[src/rtl/fetch_pkg.sv]
// Shared types and constants for the instruction fetch controller.
package fetch_pkg;

  typedef enum logic [1:0] {
    RST_S = 2'd0,
    FETCH = 2'd1,
    IDLE  = 2'd2
  } fetch_state_e;

  localparam logic [31:0] RESET_VEC_DEF = 32'hBFC00000;
  localparam logic [31:0] TRAP_VEC_DEF  = 32'hBFC00380;
  localparam logic [31:0] PC_INC        = 32'd4;

  // Instruction addresses are word aligned; the low two bits are dropped.
  function automatic logic [31:0] align_pc(input logic [31:0] addr);
    return addr & ~32'd3;
  endfunction

endpackage

[src/rtl/redirect_pend.sv]
// Holds a redirect target that arrived while a fetch was still waiting for its ack.
module redirect_pend
  import fetch_pkg::*;
(
  input  logic        clk,
  input  logic        rst,
  input  logic        load,
  input  logic        clear,
  input  logic [31:0] load_pc,
  output logic        valid,
  output logic [31:0] pc
);

  logic        valid_q, valid_d;
  logic [31:0] pc_q, pc_d;

  always_comb begin
    valid_d = valid_q;
    pc_d    = pc_q;
    if (clear) begin
      valid_d = 1'b0;
    end else if (load) begin
      valid_d = 1'b1;
      pc_d    = load_pc;
    end
  end

  always_ff @(posedge clk) begin
    if (rst) begin
      valid_q <= 1'b0;
      pc_q    <= '0;
    end else begin
      valid_q <= valid_d;
      pc_q    <= pc_d;
    end
  end

  assign valid = valid_q;
  assign pc    = pc_q;

endmodule

[src/rtl/fetch_ctrl.sv]
// Instruction fetch controller: one outstanding request, redirects and optional traps.
// Define FETCH_CTRL_TRAP_EN to add the trap_req/epc ports and the trap vector.
module fetch_ctrl
  import fetch_pkg::*;
#(
`ifdef FETCH_CTRL_TRAP_EN
  parameter logic [31:0] TRAP_VEC  = TRAP_VEC_DEF,
`endif
  parameter logic [31:0] RESET_VEC = RESET_VEC_DEF
) (
  input  logic        clk,
  input  logic        rst,
  input  logic        stall,
  input  logic        redirect_valid,
  input  logic [31:0] redirect_pc,
`ifdef FETCH_CTRL_TRAP_EN
  input  logic        trap_req,
  output logic [31:0] epc,
`endif
  output logic        imem_req,
  output logic [31:0] imem_addr,
  input  logic        imem_ack,
  output logic        inst_valid,
  output logic [31:0] inst_pc,
  output logic [31:0] inst_pc4
);

  fetch_state_e state_q, state_d;
  logic [31:0]  pc_q, pc_d;
  logic         req_q, req_d;
  logic         inst_valid_q, inst_valid_d;
  logic [31:0]  inst_pc_q, inst_pc_d;
  logic [31:0]  inst_pc4_q, inst_pc4_d;
`ifdef FETCH_CTRL_TRAP_EN
  logic [31:0]  epc_q, epc_d;
`endif

  logic         pend_load, pend_clear, pend_valid;
  logic [31:0]  pend_load_pc, pend_pc;

  redirect_pend u_pend (
    .clk     (clk),
    .rst     (rst),
    .load    (pend_load),
    .clear   (pend_clear),
    .load_pc (pend_load_pc),
    .valid   (pend_valid),
    .pc      (pend_pc)
  );

  always_comb begin
    state_d      = state_q;
    pc_d         = pc_q;
    req_d        = req_q;
    inst_valid_d = 1'b0;
    inst_pc_d    = inst_pc_q;
    inst_pc4_d   = inst_pc4_q;
    pend_load    = 1'b0;
    pend_clear   = 1'b0;
    pend_load_pc = align_pc(redirect_pc);
`ifdef FETCH_CTRL_TRAP_EN
    epc_d        = epc_q;
`endif
    unique case (state_q)
      RST_S: begin
        state_d = FETCH;
        req_d   = 1'b1;
        pc_d    = RESET_VEC;
      end
      FETCH: begin
        if (imem_ack) begin
          // Any redirect seen during this fetch means the returned word is on a dead path.
          inst_valid_d = !(redirect_valid || pend_valid);
          if (inst_valid_d) begin
            inst_pc_d  = pc_q;
            inst_pc4_d = pc_q + PC_INC;
          end
          if (redirect_valid)  pc_d = align_pc(redirect_pc);
          else if (pend_valid) pc_d = pend_pc;
          else                 pc_d = pc_q + PC_INC;
          pend_clear = 1'b1;
          state_d    = stall ? IDLE : FETCH;
          req_d      = !stall;
        end else if (redirect_valid) begin
          pend_load = 1'b1;
        end
`ifdef FETCH_CTRL_TRAP_EN
        if (trap_req) begin
          epc_d        = pc_q;
          inst_valid_d = 1'b0;
          inst_pc_d    = inst_pc_q;
          inst_pc4_d   = inst_pc4_q;
          // Without an ack the address must stay put, so the trap target replaces any pending redirect.
          if (imem_ack) begin
            pc_d = TRAP_VEC;
          end else begin
            pend_load    = 1'b1;
            pend_load_pc = TRAP_VEC;
          end
        end
`endif
      end
      IDLE: begin
        if (redirect_valid) pc_d = align_pc(redirect_pc);
`ifdef FETCH_CTRL_TRAP_EN
        if (trap_req) begin
          epc_d = pc_q;
          pc_d  = TRAP_VEC;
        end
`endif
        if (!stall) begin
          state_d = FETCH;
          req_d   = 1'b1;
        end
      end
      default: begin
        state_d = RST_S;
        req_d   = 1'b0;
      end
    endcase
  end

  always_ff @(posedge clk) begin
    if (rst) begin
      state_q      <= RST_S;
      pc_q         <= RESET_VEC;
      req_q        <= 1'b0;
      inst_valid_q <= 1'b0;
      inst_pc_q    <= RESET_VEC;
      inst_pc4_q   <= RESET_VEC + PC_INC;
`ifdef FETCH_CTRL_TRAP_EN
      epc_q        <= '0;
`endif
    end else begin
      state_q      <= state_d;
      pc_q         <= pc_d;
      req_q        <= req_d;
      inst_valid_q <= inst_valid_d;
      inst_pc_q    <= inst_pc_d;
      inst_pc4_q   <= inst_pc4_d;
`ifdef FETCH_CTRL_TRAP_EN
      epc_q        <= epc_d;
`endif
    end
  end

  assign imem_req   = req_q;
  assign imem_addr  = pc_q;
  assign inst_valid = inst_valid_q;
  assign inst_pc    = inst_pc_q;
  assign inst_pc4   = inst_pc4_q;
`ifdef FETCH_CTRL_TRAP_EN
  assign epc        = epc_q;
`endif

endmodule
[config.mk]
export PLATFORM = sky130hd
export DESIGN_NAME = fetch_ctrl
export DESIGN_NICKNAME = d
export VERILOG_FILES = /design/src/rtl/fetch_pkg.sv /design/src/rtl/redirect_pend.sv /design/src/rtl/fetch_ctrl.sv
export SDC_FILE = /design/constraint.sdc
export NUM_CORES = 1
export LEC_CHECK = 0
export BUFFER_PORTS_ARGS = -buffer_cell sky130_fd_sc_hd__clkbuf_2
export CAP_MARGIN = 20
export CORE_MARGIN = 4
export CORE_UTILIZATION = 55
export DETAILED_ROUTE_END_ITERATION = 6
export PLACE_DENSITY = 0.8
export SYNTH_ARGS = -nofsm -noshare
export SYNTH_HDL_FRONTEND = slang
export SYNTH_HIERARCHICAL = 1
export SYNTH_SLANG_ARGS = --single-unit
[constraint.sdc]
create_clock -name clk -period 3.05 [get_ports clk]
set_clock_uncertainty 0.15 [all_clocks]
set_input_delay 0.61 -clock clk [delete_from_list [all_inputs] [get_ports clk]]
set_output_delay 0.61 -clock clk [all_outputs]
set_load 0.1 [all_outputs]
==> implementation parameters <==
Parameter                              Value

Setup path
  WP data required ... 3.20 ns
  Ordered list of cells on the worst path ... inv_1 -> ha_1 -> or3b_2 -> or3_1 -> a221o_1 -> o21ai_0 -> a21oi_1
  Arrival time at the worst endpoint ... 2.86 ns
  Kind of cell adding the most delay to the critical path ... simple AND/OR/NAND/NOR gates
  Critical Path Max Stage Delay ... 0.59 ns
  Slowest cell on the critical path ... or3_1
  Number of buffer and inverter instances along the worst setup path ... 1
  Crit path kind ... flop to flop
  Nature of the critical path startpoint ... flop
  CP max FO ... 16
  Category of the worst setup path capture point ... flop

Detailed routing
  Post-detailed-route wirelength per cell ... 18.6 µm
  Number of design-rule violations left by the first detailed-router iteration ... 837
  Met3 Wirelength ... 2070 µm
  Met2 wire length ... 8580 µm
  Count of TritonRoute iterations in the first routing pass ... 5
  WL final ... 19300 µm
  DRC violation count after routing ... 0
  Antenna-violating nets left ... 0
  Total number of vias ... 6412
  Highest metal layer used by the detailed router ... met4
  Routed metal-1 wire length ... 8340 µm
  Mean number of vias per cell ... 6.19

Clock tree
  Number of gates resized after cts ... 0
  H-tree depth ... 4
  Number of buffers between clock root and the deepest sink ... 2
  CTS Hold Buffers Added ... 0
  CTS tree ... built
  Post-CTS setup-driven buffer insertion count ... 0
  CTS Sinks ... 130
  Clock root buffer master ... clkbuf_16
  Clock transition at the register clock pins on the worst setup and hold paths after CTS ... 0.06 ns
  TritonCTS Buffers ... 17
  Clock insertion delay at the later pin of the skew report ... 0.42 ns

Final layout
  Final core area utilization ... 68.6%
  Sequential cell area in the final layout ... 2600 µm²
  Final non-filler cell total ... 1036
  Commonest non-fill, non-tap cell in the layout ... clkbuf_2
  Highest-count cells in the layout ignoring fill and taps ... clkbuf_2, dfxtp_1, nand2_1
  Relative area change from synthesis to final layout ... 21.8%
  Area used by multi-input combinational logic ... 3470 µm²
  Count of nets after finishing ... 922
  Share of cells above drive strength 1 ... 23.5%
  Layout filler cell count ... 911
  Final antenna diode count ... 0

STA
  Total Neg Setup Slack ... 0 ns
  Fin crit period ... 2.70 ns
  Worst slew margin relative to its limit ... 38.2%
  Period utilization ... 88.6%
  Worst hold-check slack ... 0.304 ns
  Crit path setup slack, layout ... 0.348 ns
  Slew at the pin with the worst max-slew slack ... 0.926 ns
  Unrepaired setup endpoints after global routing ... false
  Finish-stage setup viols ... 0
  Slew Viols, Final ... 0
  Max Fclk ... 0.370 GHz
  Number of hold violations in the final report ... 0

Power and ir drop
  Reported leakage power ... 0.00302 µW
  Maximum VDD drop ... 0.461 mV
  Power Density ... 684 nW/µm²

Job
  Max-cap check violation count ... 0

Placement
  Setup slack after placement ... 0.370 ns
  Final weighted congestion in routability-driven placement ... 0.924
  Inst Count DP ... 1003
  Half-perimeter wire length after placement ... 13400 µm
  Buffers on Ports ... 132

Die
  Core Box Area ... 11500 µm²
  Die area ... 13600 µm²
  Overall die width ... 116 µm
  Initial core utilization ... 56.4%
  I/O pin cnt ... 135
  Die Height ... 116 µm
  Number of cell rows ... 39

Synth
  Sequential-to-total area share from yosys stat ... 40.3%
  Number of storage elements in the synthesis netlist ... 130
  Area of the mapped netlist ... 6460 µm²
  Main flop type after synthesis ... dfxtp_1
  Netlist cell types ... 69
  Number of warnings issued by yosys ... 6
  Ys async rst share ... 0%
  Average instance area after synthesis ... 8.32 µm²
  Post-synth EDFFs ... 0
  Post-synthesis cell count ... 777

Outcome
  Outcome ... finished, final reports clean

GRT
  Via count of the first global-routing pass ... 5845
  Initial antenna violation count ... 0
  Pin count of the biggest net entering global routing ... 132
  First-pass GRT wire length ... 30700 µm
  Total congestion overflow after global routing ... 0
  Total global routing track utilization ... 28.5%

Hold path
  Worst min-delay path class ... flop to flop
cell type report:
class,count,area share (%)
Clock buffer,20,5.93
Clock inverter,12,2.86
Inverter,14,0.668
Multi-Input combinational cell,561,44.1
Sequential cell,130,33.1
Tap cell,143,2.27
Timing Repair Buffer,156,11.1
kinds of logic after synthesis:
group                      count (synthesis)  synth area share, %
buffers and inverters                     87                 6.17
other                                      1               0.0580
muxes                                      3                0.503
xor gates and xnor gates                  19                 2.57
AOI/OAI and AO/OA                        225                 22.2
and+or+nand+nor                          307                 27.2
DFF                                      130                 40.3
adders and majority gates                  5                0.968
cells in the mapped netlist (18+ instances only):
| cell | number | area [µm²] |
|---|---|---|
| dfxtp_1 | 130 | 2600 |
| nor3_1 | 22 | 110 |
| a21oi_1 | 56 | 280 |
| o21ai_1 | 30 | 150 |
| a211oi_1 | 18 | 135 |
| nand4bb_1 | 32 | 360 |
| nor2_1 | 47 | 176 |
| o21ai_0 | 40 | 200 |
| nand4_1 | 18 | 113 |
| clkbuf_1 | 44 | 165 |
| nand2b_1 | 34 | 213 |
| nand2_1 | 93 | 349 |
tightest hold or removal path, stage by stage, from the launching register on:
cell     delay, ns
dfxtp_1       0.31
nand2_1       0.05
a21oi_1       0.05
through the flow:
| step | cell area, µm² | power, µW |
|---|---|---|
| 2_1_floorplan | 6470 | 2810 |
| 3_3_place_gp | 7150 | 3020 |
| 3_5_place_dp | 7150 | 3040 |
| 4_1_cts | 7840 | 5380 |
| 5_1_grt | 7870 | 5560 |
| 6_report | 7870 | 5390 |
registers in the layout, indices dropped and copies added (netlist names):
name / count
state_q: 2
inst_pc: 32
u_pend/valid: 1
u_pend/pc: 32
inst_pc4: 30
imem_addr: 32
inst_valid: 1
routing by layer:
metal / track usage (%) / vias to the layer above
met4: 7.97 / 0
met5: 0 / -
met3: 6.89 / 34
met1: 41.9 / 2957
met2: 41.5 / 392
li1: - / 3029
worst paths after layout:
path,startpoint,to,slack [ns],depth (start not counted)
min,inst_pc[21],inst_pc[21],0.30,2
min reg2reg,inst_pc[21],inst_pc[21],0.30,2
max,state_q[1],imem_addr[26],0.35,7
max reg2reg,state_q[1],imem_addr[26],0.35,7
power breakdown:
| group | switching [µW] | total [µW] | internal (µW) |
|---|---|---|---|
| registers | 107 | 1890 | 1780 |
| logic | 858 | 1140 | 283 |
| clock network | 755 | 2360 | 1600 |
| total | 1720 | 5390 | 3670 |
(Power assumes the default switching activity.)
